==> config.mk <==
export PLATFORM = sky130hd
export DESIGN_NAME = riscv_decode_stage
export DESIGN_NICKNAME = d
export VERILOG_FILES = /design/src/rtl/riscv_uop_pkg.sv /design/src/rtl/riscv_uop_decoder.sv /design/src/rtl/riscv_decode_stage.sv
export SDC_FILE = /design/constraint.sdc
export NUM_CORES = 1
export LEC_CHECK = 0
export BUFFER_PORTS_ARGS = -buffer_cell sky130_fd_sc_hd__buf_2
export CAP_MARGIN = 20
export CORE_MARGIN = 5
export CORE_UTILIZATION = 50
export CTS_CLUSTER_DIAMETER = 30
export DETAILED_ROUTE_END_ITERATION = 10
export GPL_TIMING_DRIVEN = 0
export PLACE_DENSITY_LB_ADDON = 0.05
export SLEW_MARGIN = 20
export SYNTH_ARGS = -nofsm -noshare
export SYNTH_HDL_FRONTEND = slang
export SYNTH_SLANG_ARGS = --single-unit
==> constraint.sdc <==
create_clock -name clk -period 4.95 [get_ports clk]
set_input_delay 0.2475 -clock clk [delete_from_list [all_inputs] [get_ports clk]]
set_output_delay 0.2475 -clock clk [all_outputs]
set_load 0.05 [all_outputs]
==> src/rtl/riscv_uop_pkg.sv <==
// Shared micro-op types for the RV32I decode stage and its consumers.
// Holds opcode/ALU enums, the uop_t bundle and the immediate generator.
package riscv_uop_pkg;

  localparam int XLEN = 32;
  localparam logic [6:0] FUNCT7_ALT = 7'b0100000;

  typedef enum logic [6:0] {
    OPCODE_INVALID = 7'b0000000,
    OPCODE_LOAD    = 7'b0000011,
    OPCODE_OP_IMM  = 7'b0010011,
    OPCODE_AUIPC   = 7'b0010111,
    OPCODE_STORE   = 7'b0100011,
    OPCODE_OP      = 7'b0110011,
    OPCODE_LUI     = 7'b0110111,
    OPCODE_BRANCH  = 7'b1100011,
    OPCODE_JALR    = 7'b1100111,
    OPCODE_JAL     = 7'b1101111
  } riscv_opcode_t;

  // Encoding is {instr[30], funct3} zero-extended.
  typedef enum logic [9:0] {
    ALU_ADD  = 10'd0,
    ALU_SLL  = 10'd1,
    ALU_SLT  = 10'd2,
    ALU_SLTU = 10'd3,
    ALU_XOR  = 10'd4,
    ALU_SRL  = 10'd5,
    ALU_OR   = 10'd6,
    ALU_AND  = 10'd7,
    ALU_SUB  = 10'd8,
    ALU_SRA  = 10'd13
  } alu_op_t;

  typedef enum logic [2:0] {
    IMM_I,
    IMM_S,
    IMM_B,
    IMM_U,
    IMM_J,
    IMM_SHAMT,
    IMM_NONE
  } imm_fmt_t;

  typedef struct packed {
    logic          valid;
    riscv_opcode_t opcode;
    alu_op_t       alu_op;
    logic [4:0]    rs1;
    logic [4:0]    rs2;
    logic [4:0]    rd;
    logic [31:0]   imm;
    logic          uses_rs1;
    logic          uses_rs2;
    logic          writes_rd;
    logic          is_immediate;
  } uop_t;

  function automatic logic [31:0] imm_gen(
    input logic [31:0] i,
    input imm_fmt_t    f
  );
    logic [31:0] r;
    r = '0;
    unique case (f)
      IMM_I: r = {{20{i[31]}}, i[31:20]};
      IMM_S: r = {{20{i[31]}}, i[31:25], i[11:7]};
      IMM_B: r = {{19{i[31]}}, i[31], i[7],
                  i[30:25], i[11:8], 1'b0};
      IMM_U: r = {i[31:12], 12'b0};
      IMM_J: r = {{11{i[31]}}, i[31], i[19:12],
                  i[20], i[30:21], 1'b0};
      IMM_SHAMT: r = {27'b0, i[24:20]};
      default: r = '0;
    endcase
    return r;
  endfunction

endpackage

==> src/rtl/riscv_uop_decoder.sv <==
// Pure combinational RV32I instruction word to uop_t decoder.
// Illegal encodings produce an all-zero uop (valid=0, OPCODE_INVALID).
module riscv_uop_decoder
  import riscv_uop_pkg::*;
(
  input  logic [31:0] instr,
  output uop_t        uop
);

  riscv_opcode_t opc;
  logic [2:0]    f3;
  logic [6:0]    f7;
  logic          legal;
  logic          u1;
  logic          u2;
  logic          wr;
  logic          isimm;
  imm_fmt_t      fmt;
  alu_op_t       alu;

  assign opc = riscv_opcode_t'(instr[6:0]);
  assign f3  = instr[14:12];
  assign f7  = instr[31:25];

  always_comb begin
    legal = (instr[1:0] == 2'b11);
    u1    = 1'b0;
    u2    = 1'b0;
    wr    = 1'b0;
    isimm = 1'b0;
    fmt   = IMM_NONE;
    alu   = ALU_ADD;
    unique case (opc)
      OPCODE_OP: begin
        u1  = 1'b1;
        u2  = 1'b1;
        wr  = 1'b1;
        alu = alu_op_t'({6'b0, instr[30], f3});
        if (!(f7 == 7'b0 ||
              (f7 == FUNCT7_ALT &&
               (f3 == 3'b000 || f3 == 3'b101))))
          legal = 1'b0;
      end
      OPCODE_OP_IMM: begin
        u1    = 1'b1;
        wr    = 1'b1;
        isimm = 1'b1;
        if (f3 == 3'b001) begin
          fmt = IMM_SHAMT;
          alu = ALU_SLL;
          if (f7 != 7'b0) legal = 1'b0;
        end else if (f3 == 3'b101) begin
          fmt = IMM_SHAMT;
          alu = instr[30] ? ALU_SRA : ALU_SRL;
          if (!(f7 == 7'b0 || f7 == FUNCT7_ALT))
            legal = 1'b0;
        end else begin
          fmt = IMM_I;
          alu = alu_op_t'({7'b0, f3});
        end
      end
      OPCODE_LOAD: begin
        u1    = 1'b1;
        wr    = 1'b1;
        isimm = 1'b1;
        fmt   = IMM_I;
      end
      OPCODE_STORE: begin
        u1    = 1'b1;
        u2    = 1'b1;
        isimm = 1'b1;
        fmt   = IMM_S;
      end
      OPCODE_BRANCH: begin
        u1  = 1'b1;
        u2  = 1'b1;
        alu = ALU_SUB;
        fmt = IMM_B;
      end
      OPCODE_LUI, OPCODE_AUIPC: begin
        wr    = 1'b1;
        isimm = 1'b1;
        fmt   = IMM_U;
      end
      OPCODE_JAL: begin
        wr    = 1'b1;
        isimm = 1'b1;
        fmt   = IMM_J;
      end
      OPCODE_JALR: begin
        u1    = 1'b1;
        wr    = 1'b1;
        isimm = 1'b1;
        fmt   = IMM_I;
      end
      default: legal = 1'b0;
    endcase
  end

  always_comb begin
    uop = '0;
    if (legal) begin
      uop.valid        = 1'b1;
      uop.opcode       = opc;
      uop.alu_op       = alu;
      uop.imm          = imm_gen(instr, fmt);
      uop.uses_rs1     = u1;
      uop.uses_rs2     = u2;
      uop.writes_rd    = wr && (instr[11:7] != 5'd0);
      uop.is_immediate = isimm;
      uop.rs1          = u1 ? instr[19:15] : 5'd0;
      uop.rs2          = u2 ? instr[24:20] : 5'd0;
      uop.rd           = uop.writes_rd ? instr[11:7] : 5'd0;
    end
  end

endmodule

==> src/rtl/riscv_decode_stage.sv <==
// RV32I decode stage: decoder feeding a registered 2-entry skid buffer
// with valid/ready on both sides and synchronous flush.
module riscv_decode_stage
  import riscv_uop_pkg::*;
#(
  parameter int XLEN = 32
) (
  input  logic            clk,
  input  logic            rst,
  input  logic            flush_i,
  input  logic            in_valid_i,
  output logic            in_ready_o,
  input  logic [31:0]     in_instr_i,
  input  logic [XLEN-1:0] in_pc_i,
  output logic            out_valid_o,
  input  logic            out_ready_i,
  output uop_t            out_uop_o,
  output logic [XLEN-1:0] out_pc_o
);

  uop_t            dec_uop;
  logic            main_v;
  uop_t            main_uop;
  logic [XLEN-1:0] main_pc;
  logic            skid_v;
  uop_t            skid_uop;
  logic [XLEN-1:0] skid_pc;
  logic            push;
  logic            pop;

  riscv_uop_decoder u_dec (
    .instr (in_instr_i),
    .uop   (dec_uop)
  );

  assign in_ready_o  = !skid_v;
  assign out_valid_o = main_v;
  assign out_uop_o   = main_uop;
  assign out_pc_o    = main_pc;
  assign push = in_valid_i && !skid_v;
  assign pop  = main_v && out_ready_i;

  // Skid only fills while main is stalled, so push never
  // coincides with a full skid.
  always_ff @(posedge clk or posedge rst) begin
    if (rst) begin
      main_v   <= 1'b0;
      main_uop <= '0;
      main_pc  <= '0;
      skid_v   <= 1'b0;
      skid_uop <= '0;
      skid_pc  <= '0;
    end else if (flush_i) begin
      main_v <= 1'b0;
      skid_v <= 1'b0;
    end else if (skid_v && pop) begin
      main_uop <= skid_uop;
      main_pc  <= skid_pc;
      skid_v   <= 1'b0;
    end else if (push && (pop || !main_v)) begin
      main_v   <= 1'b1;
      main_uop <= dec_uop;
      main_pc  <= in_pc_i;
    end else if (push) begin
      skid_v   <= 1'b1;
      skid_uop <= dec_uop;
      skid_pc  <= in_pc_i;
    end else if (pop) begin
      main_v <= 1'b0;
    end
  end

endmodule
==> results.ini <==
[outcome]
status=finished clean

[layout]
fin_nets=1178
multi_input_area_mm2=0.003301
fillCellCount=1471
seq_area_mm2=0.004805
drive_gt1_frac=0.1979
area_growth_pct=22.19
diodes=0

[global_route]
grt_max_degree=34
grt_overflow=0
grt_pass1_wl_mm=39.52
track_usage=0.2548
grt_pass1_vias=7236
antenna_found_initial=0

[detailed_routing]
detail_route.iter0.violations=553
vias=7459
top_layer=met4
drc=0
wl_met1_mm=11.24
postRouteAntennaNets=0
drt-vias-per-instance=5.558
dr.pass1.iters=5
wl_per_cell_um=18.40
drt_wl_total_mm=24.69
dr_wl_met2_mm=11.10
wl_met3_mm=1.872

[pwr]
p_leak_nw=5.004
p_per_area_mw_per_mm2=433.7
ir_drop_v=0.0002540

[synth]
synthFlopType=dfrtp_1
async_flop_share=1.000
synthTopCellsByCount=nand2_1, dfrtp_1, nor2_1
synth_cell_types=47
synth_area_mm2=0.008417
ys_seq_area_frac=0.5708
syn_inst=913
netlist_top_cells_area=dfrtp_1, nand2_1, nor2_1
ys_seq_elements=192
synth_top_area_frac=0.5708
post-synth-top-area-cell=dfrtp_1
synth_most_common_cell=nand2_1
synth-edff-count=0
yosys_warnings=0
postSynthAreaPerCell_um2=9.219

[clocking]
post_cts_buffers=0
cts_resized=0
worstSkewPairLatency_ns=0.44
cts_tree=done
clockRootBuffer=clkbuf_16
cts_sinks=192
clock_path_buffers=2
path_clk_slew_ns=0.07
cts_buffers=17
postCtsHoldBufs=1
cts_max_level=4

[timing]
layout_min_cycle_time_ns=2.744
fin_skew_ns=0.008230
holdWs_ns=0.01216
tns_ns=0
worst_slew_margin_rel=0.3924
final_hold_viol_count=0
fin_ws_ns=2.206
drv_slew=0
rsz0062_at_grt=no
tightest_slew_ns=0.9030
min_period_over_period=0.5543
setup_violations=0
max_freq_mhz=364.4

[floorplan]
core_mm2=0.01652
die_area_mm2=0.01953
io_pins=172
start_util=0.5094
die_y_um=139.7
rows=47
fp.dieW_um=139.7

[place]
dp_slack_ns=2.249
gp_congestion=0.9536
io_buffer_count=165
dpl.hpwl_mm=17.85

[worst_hold_path]
holdPathStages=3
hp-class=in -> reg

[critical_path]
cp-end-kind=flop
crit_type=reg -> reg
worstSetupStartpointType=flop
cp.required_ns=5.29
r2r_cells=8
cp_max_fo=10
arrival_ns=3.08

[run]
cap_violations=0

metal layers:
layer / global-route usage / vias up
li1: - / 3556
met1: 0.3760 / 3589
met2: 0.3844 / 275
met3: 0.05352 / 39
met4: 0.07088 / 0
met5: 0 / -
stage by stage:
stage | util | total power, mW | instance area (µm²) | cells
final | 0.6224 | 4.460 | 10280 | 1342
after global routing | 0.6224 | 4.658 | 10280 | 1342
after CTS | 0.6224 | 4.479 | 10280 | 1342
after detailed placement | 0.5846 | 3.049 | 9661 | 1309
after global placement | 0.5773 | 3.022 | 9540 | 1303
after floorplan | - | 2.736 | 8439 | 918
sequential cells by signal, indices dropped and copies added (netlist names):
signal / flops
out_uop_o: 63
skid_uop: 63
out_valid_o: 1
skid_v: 1
skid_pc: 32
out_pc_o: 32
power breakdown:
group	internal, mW	switching [mW]	total [mW]
Combinational	0.269	0.803	1.07
Sequential	1.82	0.132	1.95
Clock	0.824	0.617	1.44
logic make-up after synthesis:
| logic type | count (synthesis) | synth area share |
|---|---|---|
| compound gates | 209 | 0.1686 |
| buf+inv | 77 | 0.03924 |
| flops | 192 | 0.5708 |
| other cells | 1 | 0.0004455 |
| simple gates | 434 | 0.2209 |
cells in the final DEF, fill, tap and decap left out, types with 6 or more instances in the layout:
cell	netlist	final
a21oi_1	57	57
clkbuf_16	0	17
clkbuf_1	56	57
a22o_1	30	30
nand3_1	11	11
and3_1	24	24
buf_12	0	6
a31oi_1	33	33
dfrtp_1	192	192
a211oi_1	21	21
nand2_1	215	215
nor2_1	126	126
inv_1	8	7
nor3_1	25	25
conb_1	1	6
a221oi_1	6	6
nor4_1	6	6
buf_4	8	8
a221o_1	18	18
o21ai_0	26	26
buf_2	3	168
path summary, 6_finish.rpt:
check / startpoint / to / slack (ns)
min in group asynchronous: rst / out_uop_o[48] / 0.40
max in group asynchronous: rst / skid_uop[11] / 3.55
hold reg to reg: skid_uop[52] / skid_uop[52] / 0.48
setup reg to reg: skid_v / out_uop_o[24] / 2.21
setup / recovery: skid_v / out_uop_o[24] / 2.21
hold / removal: in_pc_i[1] / skid_pc[1] / 0.01
layout make-up:
| type | instances | share of cell area |
|---|---|---|
| tap | 220 | 0.02676 |
| buffer | 69 | 0.02920 |
| clock inverter | 12 | 0.01533 |
| sequential | 192 | 0.4672 |
| clock buffer | 20 | 0.04440 |
| timing repair buffer | 172 | 0.09294 |
| multi-input combinational | 649 | 0.3209 |
| inverter | 8 | 0.003285 |
critical path, stage by stage, from the launching register on:
cell	delay, ns
dfrtp_1	0.36
clkbuf_1	0.16
nor2_1	0.13
a21oi_1	0.06
nor3_1	0.55
clkbuf_1	0.44
clkbuf_1	0.62
nor2_1	0.08
a211oi_1	0.25
(Power assumes the default switching activity.)
